## src/rtl/mem_ctrl.sv

```systemverilog
// mem_ctrl: arbitrates the IF and MEM requesters onto a byte-wide RAM port,
// issuing one RAM cycle per byte and assembling little-endian read data.
module mem_ctrl #(
   parameter int ADDR_W = 32,
   parameter int DATA_W = 32
) (
   input  logic              clk,
   input  logic              rst,
   input  logic              if_req_i,
   input  logic [ADDR_W-1:0] if_addr_i,
   input  logic              if_jump_i,
   output logic              if_ready_o,
   output logic [DATA_W-1:0] if_inst_o,
   output logic              if_busy_o,
   input  logic              mem_req_i,
   input  logic              mem_we_i,
   input  logic [1:0]        mem_len_i,
   input  logic [ADDR_W-1:0] mem_addr_i,
   input  logic [DATA_W-1:0] mem_wdata_i,
   output logic              mem_ready_o,
   output logic [DATA_W-1:0] mem_rdata_o,
   output logic [ADDR_W-1:0] ram_addr_o,
   output logic [7:0]        ram_wdata_o,
   output logic              ram_we_o,
   input  logic [7:0]        ram_rdata_i
);

   localparam int NB = DATA_W / 8;

   typedef enum logic [1:0] {IDLE, IF_RD, MEM_RD, MEM_WR} state_t;

   state_t            state_reg, state_next;
   logic [2:0]        cnt_reg, cnt_next;
   logic [2:0]        len_reg, len_next;
   logic [ADDR_W-1:0] addr_reg, addr_next;
   logic [DATA_W-1:0] wdata_reg, wdata_next;
   logic [DATA_W-1:0] buf_reg, buf_next;
   logic [ADDR_W-1:0] ram_addr_reg, ram_addr_next;
   logic [7:0]        ram_wdata_reg, ram_wdata_next;
   logic              ram_we_reg, ram_we_next;
   logic              if_ready_reg, if_ready_next;
   logic              mem_ready_reg, mem_ready_next;
   logic [DATA_W-1:0] if_inst_reg, if_inst_next;
   logic [DATA_W-1:0] mem_rdata_reg, mem_rdata_next;

   logic [2:0]        cnt_inc;
   logic [ADDR_W-1:0] addr_inc;
   logic [DATA_W-1:0] buf_capt;
   logic [7:0]        wbyte [NB];
   logic [2:0]        mem_len_dec;

   // RAM outputs are registered one cycle ahead, so the address for the next
   // byte (cnt + 1) is computed while the current byte is on the port.
   assign cnt_inc  = cnt_reg + 3'd1;
   assign addr_inc = addr_reg + ADDR_W'(cnt_inc);

   genvar gi;
   generate
      for (gi = 0; gi < NB; gi++) begin : g_byte
         // Data returned now belongs to the address driven last cycle: byte cnt-1.
         assign buf_capt[8*gi +: 8] = (cnt_reg == 3'(gi + 1)) ? ram_rdata_i
                                                                : buf_reg[8*gi +: 8];
         assign wbyte[gi] = wdata_reg[8*gi +: 8];
      end
   endgenerate

   always_comb begin
      case (mem_len_i)
         2'b00:   mem_len_dec = 3'd1;
         2'b01:   mem_len_dec = 3'd2;
         default: mem_len_dec = 3'd4;
      endcase
   end

   always_ff @(posedge clk) begin
      if (rst) begin
         state_reg     <= IDLE;
         cnt_reg       <= '0;
         len_reg       <= '0;
         addr_reg      <= '0;
         wdata_reg     <= '0;
         buf_reg       <= '0;
         ram_addr_reg  <= '0;
         ram_wdata_reg <= '0;
         ram_we_reg    <= 1'b0;
         if_ready_reg  <= 1'b0;
         mem_ready_reg <= 1'b0;
         if_inst_reg   <= '0;
         mem_rdata_reg <= '0;
      end else begin
         state_reg     <= state_next;
         cnt_reg       <= cnt_next;
         len_reg       <= len_next;
         addr_reg      <= addr_next;
         wdata_reg     <= wdata_next;
         buf_reg       <= buf_next;
         ram_addr_reg  <= ram_addr_next;
         ram_wdata_reg <= ram_wdata_next;
         ram_we_reg    <= ram_we_next;
         if_ready_reg  <= if_ready_next;
         mem_ready_reg <= mem_ready_next;
         if_inst_reg   <= if_inst_next;
         mem_rdata_reg <= mem_rdata_next;
      end
   end

   always_comb begin
      state_next     = state_reg;
      cnt_next       = cnt_reg;
      len_next       = len_reg;
      addr_next      = addr_reg;
      wdata_next     = wdata_reg;
      buf_next       = buf_reg;
      ram_addr_next  = ram_addr_reg;
      ram_wdata_next = ram_wdata_reg;
      ram_we_next    = 1'b0;
      if_ready_next  = 1'b0;
      mem_ready_next = 1'b0;
      if_inst_next   = if_inst_reg;
      mem_rdata_next = mem_rdata_reg;

      case (state_reg)
         IDLE: begin
            // A requester still holding req during its own ready pulse is stale.
            if (mem_req_i && !mem_ready_reg) begin
               state_next    = mem_we_i ? MEM_WR : MEM_RD;
               cnt_next      = '0;
               len_next      = mem_len_dec;
               addr_next     = mem_addr_i;
               wdata_next    = mem_wdata_i;
               buf_next      = '0;
               ram_addr_next = mem_addr_i;
               ram_we_next   = mem_we_i;
               if (mem_we_i) begin
                  ram_wdata_next = mem_wdata_i[7:0];
               end
            end else if (if_req_i && !if_jump_i && !if_ready_reg) begin
               state_next    = IF_RD;
               cnt_next      = '0;
               len_next      = 3'd4;
               addr_next     = if_addr_i;
               buf_next      = '0;
               ram_addr_next = if_addr_i;
            end
         end

         IF_RD, MEM_RD: begin
            if (state_reg == IF_RD && if_jump_i) begin
               state_next = IDLE;
               cnt_next   = '0;
            end else begin
               cnt_next = cnt_inc;
               buf_next = buf_capt;
               if (cnt_inc < len_reg) begin
                  ram_addr_next = addr_inc;
               end
               if (cnt_reg == len_reg) begin
                  state_next = IDLE;
                  cnt_next   = '0;
                  if (state_reg == IF_RD) begin
                     if_ready_next = 1'b1;
                     if_inst_next  = buf_capt;
                  end else begin
                     mem_ready_next = 1'b1;
                     mem_rdata_next = buf_capt;
                  end
               end
            end
         end

         MEM_WR: begin
            cnt_next = cnt_inc;
            if (cnt_inc < len_reg) begin
               ram_we_next    = 1'b1;
               ram_addr_next  = addr_inc;
               ram_wdata_next = wbyte[cnt_inc[1:0]];
            end else begin
               state_next     = IDLE;
               cnt_next       = '0;
               mem_ready_next = 1'b1;
            end
         end

         default: state_next = IDLE;
      endcase
   end

   assign if_ready_o  = if_ready_reg;
   assign if_inst_o   = if_inst_reg;
   assign if_busy_o   = (state_reg == IF_RD);
   assign mem_ready_o = mem_ready_reg;
   assign mem_rdata_o = mem_rdata_reg;
   assign ram_addr_o  = ram_addr_reg;
   assign ram_wdata_o = ram_wdata_reg;
   assign ram_we_o    = ram_we_reg;

endmodule

```

## config.mk

```make
export PLATFORM = sky130hd
export DESIGN_NAME = mem_ctrl
export DESIGN_NICKNAME = d
export VERILOG_FILES = /design/src/rtl/mem_ctrl.sv
export SDC_FILE = /design/constraint.sdc
export NUM_CORES = 1
export LEC_CHECK = 0
export ABC_AREA = 1
export CORE_ASPECT_RATIO = 1.2
export CORE_MARGIN = 3
export CORE_UTILIZATION = 45
export CTS_BUF_LIST = sky130_fd_sc_hd__clkbuf_4
export DETAILED_ROUTE_END_ITERATION = 12
export PLACE_DENSITY = 0.73
export SLEW_MARGIN = 30
export SYNTH_ARGS = -nofsm -noshare
export SYNTH_HDL_FRONTEND = slang
export SYNTH_SLANG_ARGS = --single-unit
```

## constraint.sdc

```tcl
create_clock -name clk -period 4.3 [get_ports clk]
set_clock_uncertainty 0.1 [all_clocks]
set_input_delay 0.86 -clock clk [delete_from_list [all_inputs] [get_ports clk]]
set_output_delay 0.86 -clock clk [all_outputs]
set_load 0.01 [all_outputs]
```

==> impl_metrics.env <==
export IMPL_syn2layout_area_growth_pct=29.87
export IMPL_htreeDepth=2
export IMPL_postCtsSetupBuffers=0
export IMPL_cp_start_kind="flop"
export IMPL_power_frac_clock_pct=28.1
export IMPL_critPathCaptureType="flop"
export IMPL_period_needed_ns=3.262
export IMPL_finalNetCount=1727
export IMPL_grt_pass1_vias=9080
export IMPL_start_util_pct=46.31
export IMPL_drv_cap=0
export IMPL_worst_slew_pin_slew_ns=0.8853
export IMPL_hold_buffers=0
export IMPL_wirelength_microns=27440
export IMPL_hold_viol=0
export IMPL_first_iter_violations=449
export IMPL_hp_start="mem_rdata_o[26]$_SDFFE_PP0P_"
export IMPL_core_area_sq_mm=0.02126
export IMPL_pwr_share_seq_pct=41.4
export IMPL_yosysMostFrequentCell="nand2_1"
export IMPL_grtUsageTotal_pct=22.50
export IMPL_ant_nets=0
export IMPL_cts_buffers=54
export IMPL_fp_dieW_microns=141.0
export IMPL_synth_avg_cell_area_sq_um=7.054
export IMPL_holdCritPathClass="flop to flop"
export IMPL_grt_pass1_wl_microns=44280
export IMPL_synth_cell_type_count=33
export IMPL_fin_ws_ns=1.038
export IMPL_max_freq_mhz=306.5
export IMPL_ys_ff_latch=211
export IMPL_hold_depth=2
export IMPL_boundaryPins=220
export IMPL_clkTransAtPathRegs_ns=0.06
export IMPL_netlist_area_sq_mm=0.009847
export IMPL_globalplace_congestion=0.9134
export IMPL_setup_viol=0
export IMPL_r2r_start="cnt_reg[0]$_SDFFE_PP0P_"
export IMPL_place_ws_ns=0.9015
export IMPL_cts_root_buffer="clkbuf_4"
export IMPL_rrSetupSlack_ns=1.04
export IMPL_synth_common_cells="240 x nand2_1, 211 x dfxtp_1, 192 x o21ai_0"
export IMPL_outcome="finished clean"
export IMPL_cts_tree="done"
export IMPL_critPathMaxFanout=28
export IMPL_synth_edf_count=0
export IMPL_crit_required_ns=4.74
export IMPL_seq_area_frac_synth_pct=42.90
export IMPL_drv_slew=0
export IMPL_num_fill_cells=2024
export IMPL_synth_top_area_share_pct=42.90
export IMPL_clkLatencyLatePin_ns=0.66
export IMPL_synth_area_leaders="dfxtp_1 43%, o21ai_0 9.8%, nand2_1 9.1%"
export IMPL_grt_overflow=0
export IMPL_viasPerCell=5.063
export IMPL_vdd_ir_drop_max_mv=0.2687
export IMPL_cp_arrival_ns=3.70
export IMPL_timing_rr_end="ram_addr_o[16]$_SDFFE_PP0P_"
export IMPL_cts_buffer_depth=3
export IMPL_layout_drive_gt1_share_pct=8.533
export IMPL_wl_per_cell_microns=14.44
export IMPL_switching_share_pct=33.60
export IMPL_portBuffers=219
export IMPL_yosysWarningCount=0
export IMPL_cts_sinks=211
export IMPL_slew_headroom_pct=40.89
export IMPL_syn_nets=1524
export IMPL_combinationalPowerShare_pct=30.5
export IMPL_rsz0062_at_grt="false"
export IMPL_async_flop_share_pct=0
export IMPL_cts_resized_gates=0
export IMPL_grt_max_degree=95
export IMPL_hold_end="mem_rdata_o[26]$_SDFFE_PP0P_"
export IMPL_critPathKind="flop to flop"
export IMPL_intPower_uw=3935
export IMPL_p_per_area_mw_per_mm2=463.4
export IMPL_die_area_sq_mm=0.02370
export IMPL_period_share_pct=75.87
export IMPL_dominantRegCellSynth="dfxtp_1"
export IMPL_vias=9620
export IMPL_post_dp_hpwl_microns=19350
export IMPL_antenna_found_initial=1
export IMPL_p_sw_uw=1991
export IMPL_total_leakage_power_uw=0.004892
export IMPL_syn_inst=1396
export IMPL_yosys_area_top_type="dfxtp_1"
export IMPL_dr_pass1_iters=5
export IMPL_fin_tns_setup_ns=0
export IMPL_rows=58
export IMPL_drc=0
export IMPL_die_height_microns=168.0
export IMPL_reg2reg_depth=15
placed cells by master, fill, tap and decap left out, drive strengths merged, types with 14 or more instances in the layout:
| cell type | Yosys | routed |
|---|---|---|
| nand2 | 245 | 245 |
| nand3 | 42 | 42 |
| inv | 144 | 146 |
| nor2 | 180 | 180 |
| clkdlybuf4s50 | 0 | 218 |
| a211oi | 24 | 24 |
| buf | 31 | 14 |
| ha | 15 | 15 |
| dfxtp | 211 | 211 |
| a21oi | 173 | 173 |
| or2 | 21 | 21 |
| a22oi | 32 | 32 |
| o21ai | 195 | 195 |
| clkbuf | 54 | 79 |
area by class of cell:
class                      instances  area [sq um]  share of cell area, %
tap                              270         337.8                  2.642
clock inverter                     7         58.81                 0.4598
inverter                         144         540.5                  4.227
timing repair buffer             232          2303                  18.01
antenna                            1         2.502                0.01957
multi-input combinational        956          4728                  36.97
clock buffer                      79         593.1                  4.638
sequential                       211          4224                  33.03
stage by stage:
stage | instances | total power [uW] | hold WS (ns) | utilization (%) | cell area, sq um
2_1_floorplan | 1396 | 3549 | 0.3240 | - | 9847
3_3_place_gp | 1813 | 4264 | 0.3315 | 57.01 | 12120
3_5_place_dp | 1813 | 4306 | 0.3362 | 57.05 | 12130
4_1_cts | 1899 | 5994 | 0.3460 | 60.12 | 12780
5_1_grt | 1900 | 6327 | 0.3620 | 60.14 | 12790
6_report | 1900 | 5926 | 0.3422 | 60.14 | 12790
critical path, stage by stage, from the launching register on:
cell and delay, ns:
dfxtp_1 0.32, buf_4 0.28, inv_1 0.10, ha_1 0.29
buf_4 0.24, inv_1 0.10, fa_1 0.43, inv_1 0.07
nand2_1 0.06, nand2_1 0.13, nand2_1 0.11, nor2_1 0.37
nand2_1 0.12, xnor2_1 0.19, nand2_1 0.09, a21oi_1 0.14
per-layer routing:
layer  up-vias  global-route usage, %  wire [microns]
li1       5000                      -               -
met1      4276                  28.31           11900
met2       299                  38.52           13240
met3        45                  4.602            1675
met4         0                  7.417             629
met5         -                      0               0
how the worst max path moves through the flow:
| stage | start | endpoint | slack, ns | depth (start not counted) |
|---|---|---|---|---|
| after floorplan | cnt_reg[0]$_SDFFE_PP0P_ | ram_addr_o[16]$_SDFFE_PP0P_ | 1.25 | 16 |
| after detailed placement | mem_req_i | ram_wdata_o[3]$_SDFFE_PP0P_ | 0.90 | 11 |
| after CTS | cnt_reg[0]$_SDFFE_PP0P_ | ram_addr_o[16]$_SDFFE_PP0P_ | 1.05 | 15 |
| final | cnt_reg[0]$_SDFFE_PP0P_ | ram_addr_o[16]$_SDFFE_PP0P_ | 1.04 | 15 |
| after global routing | cnt_reg[0]$_SDFFE_PP0P_ | ram_addr_o[16]$_SDFFE_PP0P_ | 0.70 | 15 |
| after global placement | mem_req_i | ram_wdata_o[4]$_SDFFE_PP0P_ | 0.97 | 11 |
power by group through the flow:
stage	combinational (uW)	clock, uW	sequential, uW
after floorplan	996	0	2550
after global placement	1780	0	2490
after detailed placement	1810	0	2500
after CTS	1820	1720	2460
after global routing	2020	1820	2490
final	1810	1660	2460
cells by family after synthesis:
family                   Yosys count  synth area share (%)
adder cells (fa/ha/maj)           16                 2.109
multiplexers                       9                0.9149
flip-flops                       211                 42.90
buffers and inverters            229                 9.263
XOR/XNOR                          11                0.9784
AO/OA/AOI/OAI                    429                 23.37
AND/OR/NAND/NOR                  491                 20.47
Note: power is estimated with default switching activity, not from simulation.
